**src/rtl/rv_pkg.sv**
```systemverilog
// Definitions shared by the fetch stage and the control unit: fetch FSM
// states, the canonical NOP, and the base opcodes the decoder matches on.
package rv_pkg;

    typedef enum logic [1:0] {
        S_REQ   = 2'd0,
        S_WAIT  = 2'd1,
        S_ISSUE = 2'd2,
        S_HALT  = 2'd3
    } fetch_state_t;

    // addi x0, x0, 0
    localparam logic [31:0] NOP_INSTR = 32'h0000_0013;

    localparam logic [6:0] OP_LW     = 7'b0000011;
    localparam logic [6:0] OP_SW     = 7'b0100011;
    localparam logic [6:0] OP_RTYPE  = 7'b0110011;
    localparam logic [6:0] OP_BRANCH = 7'b1100011;

endpackage

```
**src/rtl/instr_fetch_unit_if.sv**
```systemverilog
// Fetch-stage bus: instruction-memory request/response channel plus the
// instruction hand-off to the core and the branch controls coming back.
interface instr_fetch_unit_if #(
    parameter int XLEN = 32
);
    logic            imem_req_valid;
    logic            imem_req_ready;
    logic [XLEN-1:0] imem_addr;
    logic            imem_rsp_valid;
    logic [31:0]     imem_rsp_data;
    logic            instr_valid;
    logic [31:0]     instr;
    logic            instr_ready;
    logic [XLEN-1:0] pc;
    logic [XLEN-1:0] pc_plus4;
    logic            pc_src;
    logic [XLEN-1:0] imm_ext;
    logic            fetch_fault;

    modport master (
        output imem_req_valid, imem_addr, instr_valid, instr, pc, pc_plus4, fetch_fault,
        input  imem_req_ready, imem_rsp_valid, imem_rsp_data, instr_ready, pc_src, imm_ext
    );

    modport slave (
        input  imem_req_valid, imem_addr, instr_valid, instr, pc, pc_plus4, fetch_fault,
        output imem_req_ready, imem_rsp_valid, imem_rsp_data, instr_ready, pc_src, imm_ext
    );

endinterface

```
**src/rtl/pc_next_calc.sv**
```systemverilog
// Next-PC arithmetic: sequential or branch target, bit 0 cleared, and a
// flag when the result is not word aligned.
module pc_next_calc #(
    parameter int XLEN = 32
) (
    input  logic [XLEN-1:0] pc,
    input  logic [XLEN-1:0] imm_ext,
    input  logic            pc_src,
    output logic [XLEN-1:0] next_pc,
    output logic [XLEN-1:0] pc_plus4,
    output logic            misaligned
);

    localparam logic [XLEN-1:0] FOUR    = XLEN'(4);
    localparam logic [XLEN-1:0] BIT0_HI = XLEN'(1);

    logic [XLEN-1:0] target;

    always_comb begin
        pc_plus4   = pc + FOUR;
        target     = pc_src ? (pc + imm_ext) : pc_plus4;
        next_pc    = target & ~BIT0_HI;
        misaligned = target[1];
    end

endmodule

```
**src/rtl/instr_fetch_unit.sv**
```systemverilog
// Fetch stage: owns the PC, fetches one word at a time from instruction
// memory and holds it for the core until accepted.
//
//   state   | meaning
//   --------+-----------------------------------------------------------
//   S_REQ   | request pc from memory, held until accepted
//   S_WAIT  | request accepted, waiting (unbounded) for the response word
//   S_ISSUE | instr/pc valid to the core, waiting for instr_ready
//   S_HALT  | misaligned next-PC seen; idle until reset
module instr_fetch_unit
    import rv_pkg::*;
#(
    parameter int              XLEN     = 32,
    parameter logic [XLEN-1:0] RESET_PC = '0
) (
    input logic               clk,
    input logic               reset,
    instr_fetch_unit_if.master bus
);

    fetch_state_t    state_q, state_d;
    logic [XLEN-1:0] pc_q, pc_d;
    logic [31:0]     instr_q, instr_d;
    logic            instr_valid_q, instr_valid_d;
    logic            fault_q, fault_d;

    logic [XLEN-1:0] next_pc;
    logic [XLEN-1:0] pc_plus4;
    logic            misaligned;

    pc_next_calc #(.XLEN(XLEN)) u_pc_next_calc (
        .pc         (pc_q),
        .imm_ext    (bus.imm_ext),
        .pc_src     (bus.pc_src),
        .next_pc    (next_pc),
        .pc_plus4   (pc_plus4),
        .misaligned (misaligned)
    );

    always_ff @(posedge clk) begin
        if (reset) begin
            state_q       <= S_REQ;
            pc_q          <= RESET_PC;
            instr_q       <= NOP_INSTR;
            instr_valid_q <= 1'b0;
            fault_q       <= 1'b0;
        end else begin
            state_q       <= state_d;
            pc_q          <= pc_d;
            instr_q       <= instr_d;
            instr_valid_q <= instr_valid_d;
            fault_q       <= fault_d;
        end
    end

    always_comb begin
        state_d       = state_q;
        pc_d          = pc_q;
        instr_d       = instr_q;
        instr_valid_d = instr_valid_q;
        fault_d       = fault_q;

        unique case (state_q)
            S_REQ: begin
                if (bus.imem_req_ready) state_d = S_WAIT;
            end
            S_WAIT: begin
                if (bus.imem_rsp_valid) begin
                    instr_d       = bus.imem_rsp_data;
                    instr_valid_d = 1'b1;
                    state_d       = S_ISSUE;
                end
            end
            S_ISSUE: begin
                if (bus.instr_ready) begin
                    pc_d          = next_pc;
                    instr_valid_d = 1'b0;
                    if (misaligned) begin
                        fault_d = 1'b1;
                        state_d = S_HALT;
                    end else begin
                        state_d = S_REQ;
                    end
                end
            end
            S_HALT: begin
                instr_valid_d = 1'b0;
            end
            default: state_d = S_HALT;
        endcase
    end

    // Suppressed during reset so memory never sees a request from a stale PC.
    assign bus.imem_req_valid = (state_q == S_REQ) && !reset;
    assign bus.imem_addr      = pc_q;
    assign bus.instr_valid    = instr_valid_q;
    assign bus.instr          = instr_q;
    assign bus.pc             = pc_q;
    assign bus.pc_plus4       = pc_plus4;
    assign bus.fetch_fault    = fault_q;

endmodule

```
**src/flat_wrapper.sv**
```systemverilog
// flat-port wrapper written by rule: the top's interface ports become plain ports
module instr_fetch_unit_flat import rv_pkg::*;
#(
    parameter int              XLEN     = 32,
    parameter logic [XLEN-1:0] RESET_PC = '0
)
  (clk, reset, bus_imem_req_valid, bus_imem_addr, bus_instr_valid, bus_instr, bus_pc, bus_pc_plus4, bus_fetch_fault, bus_imem_req_ready, bus_imem_rsp_valid, bus_imem_rsp_data, bus_instr_ready, bus_pc_src, bus_imm_ext);
  instr_fetch_unit_if #(.XLEN(XLEN)) bus_i ();
  input logic clk;
  input logic reset;
  output wire logic [$bits(bus_i.imem_req_valid)-1:0] bus_imem_req_valid;
  output wire logic [$bits(bus_i.imem_addr)-1:0] bus_imem_addr;
  output wire logic [$bits(bus_i.instr_valid)-1:0] bus_instr_valid;
  output wire logic [$bits(bus_i.instr)-1:0] bus_instr;
  output wire logic [$bits(bus_i.pc)-1:0] bus_pc;
  output wire logic [$bits(bus_i.pc_plus4)-1:0] bus_pc_plus4;
  output wire logic [$bits(bus_i.fetch_fault)-1:0] bus_fetch_fault;
  input wire logic [$bits(bus_i.imem_req_ready)-1:0] bus_imem_req_ready;
  input wire logic [$bits(bus_i.imem_rsp_valid)-1:0] bus_imem_rsp_valid;
  input wire logic [$bits(bus_i.imem_rsp_data)-1:0] bus_imem_rsp_data;
  input wire logic [$bits(bus_i.instr_ready)-1:0] bus_instr_ready;
  input wire logic [$bits(bus_i.pc_src)-1:0] bus_pc_src;
  input wire logic [$bits(bus_i.imm_ext)-1:0] bus_imm_ext;
  assign bus_imem_req_valid = bus_i.imem_req_valid;
  assign bus_imem_addr = bus_i.imem_addr;
  assign bus_instr_valid = bus_i.instr_valid;
  assign bus_instr = bus_i.instr;
  assign bus_pc = bus_i.pc;
  assign bus_pc_plus4 = bus_i.pc_plus4;
  assign bus_fetch_fault = bus_i.fetch_fault;
  assign bus_i.imem_req_ready = bus_imem_req_ready;
  assign bus_i.imem_rsp_valid = bus_imem_rsp_valid;
  assign bus_i.imem_rsp_data = bus_imem_rsp_data;
  assign bus_i.instr_ready = bus_instr_ready;
  assign bus_i.pc_src = bus_pc_src;
  assign bus_i.imm_ext = bus_imm_ext;
  instr_fetch_unit #(.XLEN(XLEN), .RESET_PC(RESET_PC)) u_core (.clk(clk), .reset(reset), .bus(bus_i));
endmodule
```
**config.mk**
```make
export PLATFORM = sky130hd
export DESIGN_NAME = instr_fetch_unit_flat
export DESIGN_NICKNAME = d
export VERILOG_FILES = /design/src/rtl/rv_pkg.sv /design/src/rtl/instr_fetch_unit_if.sv /design/src/rtl/pc_next_calc.sv /design/src/rtl/instr_fetch_unit.sv /design/src/flat_wrapper.sv
export SDC_FILE = /design/constraint.sdc
export NUM_CORES = 1
export LEC_CHECK = 0
export CORE_ASPECT_RATIO = 0.9
export CORE_UTILIZATION = 48
export CTS_CLUSTER_SIZE = 16
export DETAILED_ROUTE_END_ITERATION = 8
export PLACE_DENSITY = 0.87
export SLEW_MARGIN = 40
export SYNTH_ARGS = -nofsm -noshare
export SYNTH_HDL_FRONTEND = slang
export SYNTH_SLANG_ARGS = --single-unit
```
**constraint.sdc**
```tcl
create_clock -name clk -period 7.8 [get_ports clk]
set_input_delay 0.78 -clock clk [delete_from_list [all_inputs] [get_ports clk]]
set_output_delay 0.78 -clock clk [all_outputs]
set_load 0.005 [all_outputs]
```
==> run summary <==
TIMING
-----------------------------------------------------------------------------------------
Share of the clock period used by the worst path                                    51.8%
Final setup violation count                                                             0
Actual slew at the worst max-slew pin                                            0.725 ns
Highest clock frequency the design can meet                                       248 MHz
Layout Skew                                                                    0.00966 ns
Total count of hold-check failures in the final report                                  0
Unrepaired setup endpoints after global routing                                     false
Total Negative Setup Slacks                                                          0 ns
Max-slew violation count                                                                0
Slew Limit Headroom                                                                 51.7%
Minimum clock period after layout                                                 4.04 ns
Hold WS                                                                          0.453 ns

CLOCKING
-----------------------------------------------------------------------------------------
Clk slew on worst S/H paths                                                       0.06 ns
Root Driver                                                                  sky130_fd_sc_hd__clkbuf_16
Clock latency of the later-clocked register in the worst-skew pair                0.33 ns
CTS tree                                                                             done
Post-CTS Setup Repair Bufs                                                              0
Maximum buffer depth of the clock tree                                                  2
CTS sink cnt                                                                           67
Total CTS buffers                                                                       9
CTS hold repair buffers                                                                 0
Deepest level of the CTS H-tree                                                         3
Gates resized, CTS repair                                                               0

YOSYS
-----------------------------------------------------------------------------------------
Top post-synthesis cells by area                                             sky130_fd_sc_hd__dfxtp_1 (26%), sky130_fd_sc_hd__ha_1 (8.5%), sky130_fd_sc_hd__nand2_1 (7.7%)
Number of flops mapped to enable cells by yosys                                         0
Proportion of register bits with asynchronous set or reset after synthesis             0%
Fraction of post-synthesis cell area in the top cell type by area                   26.0%
Top FF cell, synth                                                           sky130_fd_sc_hd__dfxtp_1
Post-Syn Area                                                                    5160 µm²
Ys Warns                                                                                0
#FFs+latches synth                                                                     67
Gate Count Post-Synth                                                                 681
Distinct cells, synth                                                                  66
Register area share after synthesis                                                 26.0%
Cell taking the most area after synthesis                                    sky130_fd_sc_hd__dfxtp_1
Post-Syn Area per Cell                                                           7.58 µm²

FLOORPLANNING
-----------------------------------------------------------------------------------------
Die X                                                                              111 µm
Row count                                                                              35
Die ar.                                                                         11200 µm²
Overall die height                                                                 100 µm
I/O pin total                                                                         201
Core area                                                                       10300 µm²
Initial cell density of the core                                                    49.9%

ROUTING
-----------------------------------------------------------------------------------------
DRC marker count from the first detailed-route iteration                              383
1st-pass router iterations                                                              7
Total routed wirelength                                                          16000 µm
Drt wl/cell                                                                       16.7 µm
Number of vias in the routed layout                                                  5567
Total DRC errors in the routed layout                                                  24
Number of nets with antenna violations after detailed routing                           0
Routed via count divided by cell count                                               5.82

WORST SETUP PATH
-----------------------------------------------------------------------------------------
Startpoint of the lowest-slack register-to-register path                     u_core.bus.imem_addr[1]
Endpoint of the worst-slack reg-to-reg timing path                           u_core.bus.imem_addr[31]
Cell repeated most along the worst path                                      sky130_fd_sc_hd__nand2_1
Crit path cell chain                                                         and3_1 > nand2_1 > nor2_2 > nand2_1 > nor3_2 > nand3_1 > nor2_1 > xor2_1 > clkdlybuf4s50_1
Slowest cell on the critical path                                            sky130_fd_sc_hd__clkdlybuf4s50_1
CP Capture Type                                                                output pin
Largest fanout on the critical path                                                     9
Largest incremental delay on the critical path                                    0.54 ns
Data arrival time at the worst-slack endpoint                                     3.26 ns
WS Path Type                                                                 flop to output pin
Crit start category                                                                  flop
Required time reported for the critical path endpoint                             7.02 ns
R2R depth                                                                              12
Register-to-register setup slack                                                  4.41 ns

FINISH
-----------------------------------------------------------------------------------------
N_diodes                                                                                0
Area growth syn-to-layout                                                           40.0%
Most common cell after layout, fill and taps aside                           sky130_fd_sc_hd__clkdlybuf4s50_1
Final layout net count                                                                929
Post-route core utilization                                                         69.9%
Top library cells by usage in the layout, fill and taps aside                sky130_fd_sc_hd__clkdlybuf4s50_1 (194), sky130_fd_sc_hd__nand2_1 (104), sky130_fd_sc_hd__a21oi_1 (79)
Ratio of cells with drive above 1 in the final layout                               4.47%

GRT
-----------------------------------------------------------------------------------------
Global-route wire length before repair                                           25400 µm
Global-route congestion overflow total                                                  0
Number of antenna violations at the first check in global routing                       0
Total Routing Usage GR                                                              27.8%
Vias in the first global route                                                       5367
Maximum number of pins on one net before global-route repair                           70

HOLD PATH
-----------------------------------------------------------------------------------------
WHS Path Cells                                                                          2
Startpoint of the most critical hold path                                    u_core.bus.instr[6]
Worst hold path type                                                         flop to flop
Hold worst-path end                                                          u_core.bus.instr[6]

RUN STATUS
-----------------------------------------------------------------------------------------
Violations in the final reports                                              design-rule violations
Status                                                                       finished with violations

POWER
-----------------------------------------------------------------------------------------
Peak VDD IR                                                                     0.0977 mV
P_leak                                                                            2.79 nW
Power Density                                                                  144 nW/µm²

PLACED DESIGN
-----------------------------------------------------------------------------------------
Number of port buffers                                                                196
Final weighted congestion of routability-driven global placement                    0.916
Detailed placement HPWL                                                          11800 µm

JOB
-----------------------------------------------------------------------------------------
Maximum capacitance violations                                                          0

==> state kept, by name, indices dropped and copies added (netlist names) <==
signal,count
u_core.bus.fetch_fault,1
u_core.bus.imem_addr,31
u_core.bus.instr_valid,1
u_core.bus.instr,32
u_core.state_q,2
==> worst max-delay path: cells and delay by family (launching register included) <==
family	cells	cell delay (ns)
xor gates and xnor gates	1	0.20
and+or+nand+nor	7	1.68
DFF	1	0.50
buffers and inverters	1	0.54
==> synth_stat cells (3+ instances only) <==
master and number:
sky130_fd_sc_hd__nor4_1 3, sky130_fd_sc_hd__clkbuf_1 31, sky130_fd_sc_hd__buf_4 35, sky130_fd_sc_hd__nand2_1 106, sky130_fd_sc_hd__a21o_1 19, sky130_fd_sc_hd__a21oi_1 79, sky130_fd_sc_hd__nand3b_1 8, sky130_fd_sc_hd__o21ai_0 24
sky130_fd_sc_hd__and2_1 4, sky130_fd_sc_hd__xnor2_1 35, sky130_fd_sc_hd__nor3_1 12, sky130_fd_sc_hd__a22oi_1 7, sky130_fd_sc_hd__nor2b_1 3, sky130_fd_sc_hd__mux2i_1 5, sky130_fd_sc_hd__a31oi_1 4, sky130_fd_sc_hd__and3_1 13
sky130_fd_sc_hd__o21a_1 8, sky130_fd_sc_hd__nor2_1 53, sky130_fd_sc_hd__nand2b_1 4, sky130_fd_sc_hd__o211ai_1 7, sky130_fd_sc_hd__xor2_1 17, sky130_fd_sc_hd__o21bai_1 7, sky130_fd_sc_hd__ha_1 35, sky130_fd_sc_hd__a221oi_1 3
sky130_fd_sc_hd__a211oi_1 12, sky130_fd_sc_hd__nand4_1 5, sky130_fd_sc_hd__dfxtp_1 67, sky130_fd_sc_hd__nand3_1 20, sky130_fd_sc_hd__inv_1 13
==> cells by family (layout without fill, tap and decap cells) <==
logic type / Yosys count / count (layout) / synth area share (%)
simple gates: 240 / 240 / 21.2
compound gates: 197 / 197 / 25.2
buf+inv: 82 / 227 / 8.56
flops: 67 / 67 / 26.0
xor+xnor: 52 / 52 / 8.83
fa+ha+maj: 36 / 36 / 8.88
mux: 6 / 6 / 1.19
other cells: 1 / 3 / 0.0727
==> routing by layer <==
layer / up-vias / part of all wire (%) / GRT usage (%)
met3: 48 / 7.1 / 4.89
met5: - / 0 / 0
met4: 0 / 3.8 / 13.1
met2: 268 / 48 / 49.1
met1: 2591 / 41 / 32.9
li1: 2660 / - / -
==> worst max path at each step <==
stage / endpoint / startpoint / cells past startpoint / slack, ns
2_1_floorplan: u_core.bus.imem_addr[31] / bus_imm_ext[1] / 12 / 4.60
3_3_place_gp: u_core.bus.imem_addr[31] / bus_imm_ext[1] / 13 / 3.85
3_5_place_dp: u_core.bus.imem_addr[31] / bus_imm_ext[1] / 13 / 3.67
4_1_cts: bus_pc_plus4[29] / u_core.bus.imem_addr[12] / 9 / 3.82
5_1_grt: bus_pc_plus4[29] / u_core.bus.imem_addr[12] / 9 / 3.52
6_report: bus_pc_plus4[29] / u_core.bus.imem_addr[12] / 9 / 3.76
==> report_power, final <==
| part | internal [mW] | switching [mW] | leakage (nW) |
|---|---|---|---|
| registers | 0.364 | 0.0168 | 0.543 |
| clock network | 0.253 | 0.169 | 0.152 |
| logic | 0.124 | 0.114 | 2.09 |
| total | 0.741 | 0.300 | 2.79 |
==> per-stage QoR <==
stage	cell area, µm²	setup slack (ns)	power, mW	cells
3_3_place_gp	6900	3.85	0.612	941
4_1_cts	7220	3.82	1.04	957
6_report	7220	3.76	1.04	957
2_1_floorplan	5170	4.60	0.511	683
3_5_place_dp	6910	3.67	0.622	941
5_1_grt	7220	3.52	1.09	957
==> final cells by class <==
type / count / area (µm²)
flip-flops and latches: 67 / 1340
clock inverters: 7 / 85.1
multi-input cells: 534 / 3390
well taps: 129 / 161
fillers: 821 / 3110
inverters: 13 / 48.8
repair buffers: 198 / 1970
clock buffers: 9 / 225
(Power assumes the default switching activity.)
